===== src/rtl/c_stage_mem.sv =====
// Memory pipeline stage: issues loads/stores over a valid/ready request channel and retires to writeback.
// Optional macro C_MISALIGN_TRAP_EN turns misaligned accesses into flagged retirements instead of masking them.
module c_stage_mem #(
  parameter int XLEN      = 32,
  parameter int REG_SEL_W = 5,
  parameter int BE_W      = XLEN / 8
) (
  input  logic                 clock,
  input  logic                 reset,
  input  logic                 ac_valid,
  output logic                 ac_ready,
  input  logic [XLEN-1:0]      ac_pc,
  input  logic [REG_SEL_W-1:0] ac_write_sel,
  input  logic [XLEN-1:0]      ac_result,
  input  logic [XLEN-1:0]      ac_store_data,
  input  logic [2:0]           ac_funct3,
  input  logic                 ac_is_load,
  input  logic                 ac_is_store,
  input  logic                 ac_is_wb,
  output logic                 mem_req_valid,
  input  logic                 mem_req_ready,
  output logic                 mem_req_we,
  output logic [XLEN-1:0]      mem_req_addr,
  output logic [XLEN-1:0]      mem_req_wdata,
  output logic [BE_W-1:0]      mem_req_be,
  input  logic                 mem_resp_valid,
  input  logic [XLEN-1:0]      mem_resp_rdata,
  output logic                 cw_valid,
  output logic [XLEN-1:0]      cw_pc,
  output logic [REG_SEL_W-1:0] cw_write_sel,
  output logic [XLEN-1:0]      cw_result,
  output logic                 cw_is_wb,
  output logic                 cw_misalign
);

  localparam int LANE_W = $clog2(BE_W);
  localparam bit IS64   = (XLEN == 64);

  typedef enum logic [1:0] {IDLE, REQ, WAIT} state_t;

  state_t                 state_reg;
  logic [XLEN-1:0]        pc_reg;
  logic [REG_SEL_W-1:0]   sel_reg;
  logic [XLEN-1:0]        addr_reg;
  logic                   is_wb_reg;
  logic                   is_ld_reg;
  logic [LANE_W-1:0]      lane_reg;
  logic [1:0]             size_reg;
  logic                   unsigned_reg;

  logic [2:0]             f3_eff;
  logic [1:0]             size_sel;
  logic [LANE_W-1:0]      lo_mask;
  logic [LANE_W-1:0]      lane_sel;
  logic [7:0]             size_be8;
  logic [BE_W-1:0]        be_next;
  logic [XLEN-1:0]        addr_next;
  logic [BE_W-1:0][7:0]   st_lane;
  logic                   is_mem;
  logic [XLEN-1:0]        ld_shift;
  logic [XLEN-1:0]        ld_keep;
  logic                   ld_sign;
  logic [XLEN-1:0]        ld_data;

  assign ac_ready = (state_reg == IDLE);
  assign is_mem   = ac_is_load | ac_is_store;

  // Double-word and LWU encodings fold to a plain word access on 32-bit builds.
  always_comb begin
    f3_eff = ac_funct3;
    if (!IS64 && (ac_funct3 == 3'b011 || ac_funct3 == 3'b110))
      f3_eff = 3'b010;
    size_sel = f3_eff[1:0];
    case (size_sel)
      2'd0:    begin lo_mask = '0;           size_be8 = 8'h01; end
      2'd1:    begin lo_mask = LANE_W'(1);   size_be8 = 8'h03; end
      2'd2:    begin lo_mask = LANE_W'(3);   size_be8 = 8'h0F; end
      default: begin lo_mask = LANE_W'(7);   size_be8 = 8'hFF; end
    endcase
    lane_sel  = ac_result[LANE_W-1:0] & ~lo_mask;
    be_next   = BE_W'(size_be8) << lane_sel;
    addr_next = {ac_result[XLEN-1:LANE_W], {LANE_W{1'b0}}};
  end

  // Every lane carries the store byte it would hold if the access were placed there.
  genvar gi;
  generate
    for (gi = 0; gi < BE_W; gi++) begin : g_st_lane
      assign st_lane[gi] = (size_sel == 2'd0) ? ac_store_data[7:0] :
                           (size_sel == 2'd1) ? ac_store_data[8*(gi%2) +: 8] :
                           (size_sel == 2'd2) ? ac_store_data[8*(gi%4) +: 8] :
                                                ac_store_data[8*(gi%8) +: 8];
    end
  endgenerate

  always_comb begin
    ld_shift = mem_resp_rdata >> {lane_reg, 3'b000};
    case (size_reg)
      2'd0:    begin ld_keep = XLEN'(8'hFF);         ld_sign = ld_shift[7];  end
      2'd1:    begin ld_keep = XLEN'(16'hFFFF);      ld_sign = ld_shift[15]; end
      2'd2:    begin ld_keep = XLEN'(32'hFFFF_FFFF); ld_sign = ld_shift[31]; end
      default: begin ld_keep = '1;                   ld_sign = 1'b0;         end
    endcase
    ld_data = ld_shift & ld_keep;
    if (!unsigned_reg && ld_sign)
      ld_data = ld_data | ~ld_keep;
  end

`ifdef C_MISALIGN_TRAP_EN
  logic misalign;
  logic trap_take;
  logic retire_take;

  assign misalign    = |(ac_result[LANE_W-1:0] & lo_mask);
  assign trap_take   = (state_reg == IDLE) && ac_valid && is_mem && misalign;
  assign retire_take = ((state_reg == IDLE) && ac_valid && (!is_mem || misalign)) ||
                       ((state_reg == REQ)  && mem_req_ready && !is_ld_reg) ||
                       ((state_reg == WAIT) && mem_resp_valid);

  // The flag belongs to the most recent retirement only.
  always_ff @(posedge clock or negedge reset) begin
    if (!reset)
      cw_misalign <= 1'b0;
    else if (retire_take)
      cw_misalign <= trap_take;
  end
`else
  assign cw_misalign = 1'b0;
`endif

  always_ff @(posedge clock or negedge reset) begin
    if (!reset) begin
      state_reg     <= IDLE;
      pc_reg        <= '0;
      sel_reg       <= '0;
      addr_reg      <= '0;
      is_wb_reg     <= 1'b0;
      is_ld_reg     <= 1'b0;
      lane_reg      <= '0;
      size_reg      <= '0;
      unsigned_reg  <= 1'b0;
      mem_req_valid <= 1'b0;
      mem_req_we    <= 1'b0;
      mem_req_addr  <= '0;
      mem_req_wdata <= '0;
      mem_req_be    <= '0;
      cw_valid      <= 1'b0;
      cw_pc         <= '0;
      cw_write_sel  <= '0;
      cw_result     <= '0;
      cw_is_wb      <= 1'b0;
    end else begin
      cw_valid <= 1'b0;
      case (state_reg)
        IDLE: begin
          if (ac_valid) begin
            if (!is_mem) begin
              cw_valid     <= 1'b1;
              cw_pc        <= ac_pc;
              cw_write_sel <= ac_write_sel;
              cw_result    <= ac_result;
              cw_is_wb     <= ac_is_wb;
            end
`ifdef C_MISALIGN_TRAP_EN
            else if (trap_take) begin
              cw_valid     <= 1'b1;
              cw_pc        <= ac_pc;
              cw_write_sel <= ac_write_sel;
              cw_result    <= ac_result;
              cw_is_wb     <= 1'b0;
            end
`endif
            else begin
              pc_reg        <= ac_pc;
              sel_reg       <= ac_write_sel;
              addr_reg      <= ac_result;
              is_wb_reg     <= ac_is_wb;
              is_ld_reg     <= ac_is_load;
              lane_reg      <= lane_sel;
              size_reg      <= size_sel;
              unsigned_reg  <= f3_eff[2];
              mem_req_valid <= 1'b1;
              mem_req_we    <= ~ac_is_load;
              mem_req_addr  <= addr_next;
              mem_req_wdata <= st_lane;
              mem_req_be    <= be_next;
              state_reg     <= REQ;
            end
          end
        end
        REQ: begin
          if (mem_req_ready) begin
            mem_req_valid <= 1'b0;
            if (is_ld_reg) begin
              state_reg <= WAIT;
            end else begin
              cw_valid     <= 1'b1;
              cw_pc        <= pc_reg;
              cw_write_sel <= sel_reg;
              cw_result    <= addr_reg;
              cw_is_wb     <= 1'b0;
              state_reg    <= IDLE;
            end
          end
        end
        WAIT: begin
          if (mem_resp_valid) begin
            cw_valid     <= 1'b1;
            cw_pc        <= pc_reg;
            cw_write_sel <= sel_reg;
            cw_result    <= ld_data;
            cw_is_wb     <= is_wb_reg;
            state_reg    <= IDLE;
          end
        end
        default: state_reg <= IDLE;
      endcase
    end
  end

endmodule

===== config.mk =====
export PLATFORM = sky130hd
export DESIGN_NAME = c_stage_mem
export DESIGN_NICKNAME = d
export VERILOG_FILES = /design/src/rtl/c_stage_mem.sv
export SDC_FILE = /design/constraint.sdc
export NUM_CORES = 1
export LEC_CHECK = 0
export ABC_AREA = 1
export CORE_UTILIZATION = 40
export DETAILED_ROUTE_END_ITERATION = 10
export GPL_TIMING_DRIVEN = 0
export PLACE_DENSITY_LB_ADDON = 0.3
export SLEW_MARGIN = 15
export SYNTH_ARGS = -nofsm -noshare
export SYNTH_HDL_FRONTEND = slang
export SYNTH_SLANG_ARGS = --single-unit

===== constraint.sdc =====
create_clock -name clock -period 2.15 [get_ports clock]
set_input_delay 0.3225 -clock clock [delete_from_list [all_inputs] [get_ports clock]]
set_output_delay 0.3225 -clock clock [all_outputs]
set_load 0.02 [all_outputs]

==> metrics list <==
* Total number of H-tree levels: 4
- Cts bufs inserted: 17
- Remaining antenna violation count after routing: 0
* Finish-stage setup viols: 0
- Final-stage net count: around 1,700
- Across every metal layer, demand over resource in global routing totals 0.2651.
- The flow ran to the end, and the final reports show no timing, DRC or antenna violations.
- DRC: 0
- The Yosys step of the flow raised 0 warnings.
* Area after detailed placement: 0.01253 mm2
* Top-area cell type share of the netlist area: 0.5026
* Critical Path End Type: flip-flop
- The die is 154.6 um wide.
* Half-perimeter wire length after placement: approximately 24,000 um
- Pin count of the biggest net entering global routing: 105
- Average via count per standard cell: 5.148
* Instance count of the mapped netlist: 1,201
* Fraction of final layout cells sized beyond drive strength 1: 0.1010
* Worst path arrival time: approximately 2.4 ns
- The number of antenna diodes in the final layout is 0.
* P&R area growth vs syn: 42.88%
- Syn_area_per_cell: a little under 8 um2
- Among the stages of the critical path, the cell type that occurs most often is sky130_fd_sc_hd__buf_4.
* Transition time of the tightest slew-check pin: 0.8441 ns
* #FFs+latches synth: 187
- Vias in the first global route: 9,062
- IR analysis of the VDD net gives a maximum drop of 0.0007830 V.
- Subtracting the final worst setup slack from the clock period gives 2.059 ns.
* Overall die area: 0.02389 mm2
- TritonCTS built the clock tree.
- Counting the fill cells in the layout gives 2,128.
- Relative slew margins: 0.4352
- Clock-pin slew was measured on the worst setup and hold paths at 0.08 ns.
- Most frequent cells in the layout: sky130_fd_sc_hd__nand2_1, sky130_fd_sc_hd__clkdlybuf4s50_1, sky130_fd_sc_hd__dfrtp_1
- GR Layer Usage met3: 0.06725
* Path class of the lowest-slack min-delay path: in2reg
- The number of antenna violations at the first check in global routing came to 2.
- After global routing, the most crowded layer is met2.
* Met2 GRT Util: 0.4340
- The share of the Yosys chip area taken by registers is 0.5026.
* Number of slew-limit violations in the final report: 0
- For this block, the initial DRC count from the detailed router was approximately 660.
* Global route total overflow: 0
- Leading cell type in the layout, fill and taps excluded: sky130_fd_sc_hd__nand2_1
- Across the run, the number of max-cap violations was 0.
- The first TritonRoute pass finished after 8 iterations.
- Leakage power figure: slightly above 6 nW
* Post-synth cell types: 31
- Rows: 55
- For this design the top-level I/O count stands at 287.
* Core box area: 0.02271 mm2
- Dividing the detail-routed wire length by the instance count gives 17.47 um.
* Final hold vios: 0
* Die height: 154.6 um
* Startpoint types: flip-flop
- The first global-routing pass estimated 48,760 um of wire.
- The tightest hold path in the finished design has a slack of about 0.44 ns.
- Area of all placed cells without fillers: around 0.013 mm2
- Type of the worst setup path: reg2reg
- In this run the tool buffered the top-level ports with 282 buffer cells.
- Based on the critical path, the design can be clocked at up to 0.4856 GHz.
- Initial standard-cell utilization of the core: 0.4100
- In the finished design, the share of the clock period the worst path needs comes to 0.9578.
* Cell chain of the critical path: buf_4 -> ha_1 -> buf_4 -> inv_8 -> or2_4 -> nand2_2 -> nor2_4 -> nand2_8 -> clkinv_8 -> buf_8 -> buf_12 -> a31oi_2
- Setup repair after global routing could not meet its margin everywhere.
- Deepest clock path buffer count: 2
* Total detailed-routing wirelength: 31,600 um
- P per Cell Area: 1653 mW/mm2
- Final RePlAce weighted congestion: just over 0.9
* Fin Clk Skew: 0.01164 ns
- Yosys top cell by area: sky130_fd_sc_hd__dfrtp_1
- In this design, the stage delay of the slowest critical-path cell is ~0.42 ns.
- For this run, global-route usage on met1 was measured as 0.3352.
* Total number of vias: roughly 9,300
- Source-to-sink clock delay at the later pin of the worst-skew pair: approximately 0.45 ns
* Data required time at the worst endpoint: roughly 2.5 ns
- The tree is rooted in a sky130_fd_sc_hd__clkbuf_16.
- Clock Sink Count: 187
- Crit path max fanout: 10
- After synthesis, the cell types taking the most area are sky130_fd_sc_hd__dfrtp_1, sky130_fd_sc_hd__nand2_1, sky130_fd_sc_hd__a21oi_1, sky130_fd_sc_hd__nor2_1, sky130_fd_sc_hd__o21ai_0.
- The slowest stage of the critical path belongs to the cell sky130_fd_sc_hd__dfrtp_1.
- The mapped netlist covers 0.009310 mm2.
[report_power, final]
group | internal, mW | total [mW] | switching, mW
registers | 5.27 | 6.35 | 1.08
logic | 5.19 | 12.3 | 7.15
clock network | 1.60 | 3.29 | 1.69
[cell usage after synthesis]
| master | number |
|---|---|
| sky130_fd_sc_hd__a31oi_2 | 10 |
| sky130_fd_sc_hd__buf_6 | 4 |
| sky130_fd_sc_hd__or2_2 | 7 |
| sky130_fd_sc_hd__nand2_4 | 2 |
| sky130_fd_sc_hd__nor2_1 | 91 |
| sky130_fd_sc_hd__nor2_2 | 1 |
| sky130_fd_sc_hd__a21oi_1 | 75 |
| sky130_fd_sc_hd__ha_1 | 4 |
| sky130_fd_sc_hd__buf_1 | 3 |
| sky130_fd_sc_hd__inv_1 | 43 |
| sky130_fd_sc_hd__buf_2 | 32 |
| sky130_fd_sc_hd__a41oi_1 | 9 |
| sky130_fd_sc_hd__dfrtp_1 | 187 |
| sky130_fd_sc_hd__nand3_2 | 1 |
| sky130_fd_sc_hd__a32oi_1 | 1 |
| sky130_fd_sc_hd__o211ai_1 | 15 |
| sky130_fd_sc_hd__clkbuf_1 | 38 |
| sky130_fd_sc_hd__nor3_1 | 1 |
| sky130_fd_sc_hd__buf_4 | 35 |
| sky130_fd_sc_hd__inv_4 | 1 |
| sky130_fd_sc_hd__inv_2 | 3 |
| sky130_fd_sc_hd__nand4_1 | 1 |
| sky130_fd_sc_hd__or2_1 | 2 |
| sky130_fd_sc_hd__nand3_1 | 52 |
| sky130_fd_sc_hd__a31oi_1 | 36 |
| sky130_fd_sc_hd__o21ai_1 | 5 |
| sky130_fd_sc_hd__o21a_1 | 1 |
| sky130_fd_sc_hd__nand2_1 | 476 |
| sky130_fd_sc_hd__o21bai_1 | 1 |
| sky130_fd_sc_hd__o21ai_0 | 63 |
| sky130_fd_sc_hd__conb_1 | 1 |
[cells by family (layout without fill, tap and decap cells)]
logic type,count (synthesis),count (layout),share of synthesized area
and+or+nand+nor,634,634,0.2680
AOI/OAI and AO/OA,216,216,0.1376
DFF,187,187,0.5026
buffers and inverters,159,480,0.08601
adders and majority gates,4,4,0.005376
other,1,3,0.0004028
[path summary, 6_finish.rpt]
| path | to | slack, ns | startpoint | cells past startpoint |
|---|---|---|---|---|
| setup / recovery | cw_pc[30]$_DFFE_PN0P_ | 0.09 | state_reg[1]$_DFFE_PN0P_ | 12 |
| hold / removal | mem_req_be[3]$_DFFE_PN0P_ | 0.44 | ac_funct3[1] | 3 |
| setup reg to reg | cw_pc[30]$_DFFE_PN0P_ | 0.09 | state_reg[1]$_DFFE_PN0P_ | 12 |
| hold reg to reg | pc_reg[10]$_DFFE_PN0P_ | 0.48 | pc_reg[10]$_DFFE_PN0P_ | 2 |
| max in group asynchronous | cw_write_sel[4]$_DFFE_PN0P_ | 0.74 | reset | 3 |
| min in group asynchronous | addr_reg[17]$_DFFE_PN0P_ | 0.45 | reset | 2 |
[per-layer routing]
layer	vias to the layer above	share of wire
li1	4463	-
met3	55	0.077
met5	-	0.00082
met1	4414	0.43
met2	377	0.47
met4	4	0.027
[cell type report]
cell class | instances | area (um2) | share of cell area
timing repair buffer | 289 | 2902 | 0.2181
clock buffer | 17 | 425.4 | 0.03198
multi-input combinational | 857 | 3862 | 0.2903
tap | 285 | 356.6 | 0.02681
clock inverter | 15 | 193.9 | 0.01458
buffer | 112 | 686.9 | 0.05164
inverter | 47 | 196.4 | 0.01477
sequential | 187 | 4679 | 0.3518
[per-stage QoR]
stage	total power, mW	instances	worst slack, ns	utilization	TNS (ns)
4_1_cts	21.75	1804	-0.0004452	0.5798	-0.0004452
6_report	21.98	1809	0.09083	0.5858	0
2_1_floorplan	13.39	1203	0.3675	-	0
3_3_place_gp	18.18	1770	-7.150	0.5503	-1355.54
3_5_place_dp	18.40	1771	-0.3077	0.5517	-26.46
5_1_grt	23.45	1809	-0.03524	0.5858	-0.04036
[what timing repair did]
item                                    in CTS  in global routing
pin swaps                                    0                  1
endpoints found under the setup margin      69                 92
resized for setup                            8                 52
endpoints found under the hold margin       83                  0
hold buffers                                 1                  0
setup buffers                                0                  5
cloned                                       0                  0
[critical path: cells and delay by family, from the launching register on]
family / cells / cell delay, ns
buffers and inverters: 6 / 0.82
AND/OR/NAND/NOR: 4 / 0.44
flip-flops: 1 / 0.42
adder cells (fa/ha/maj): 1 / 0.16
AO/OA/AOI/OAI: 1 / 0.08
Power figures use the tool's default switching activity.
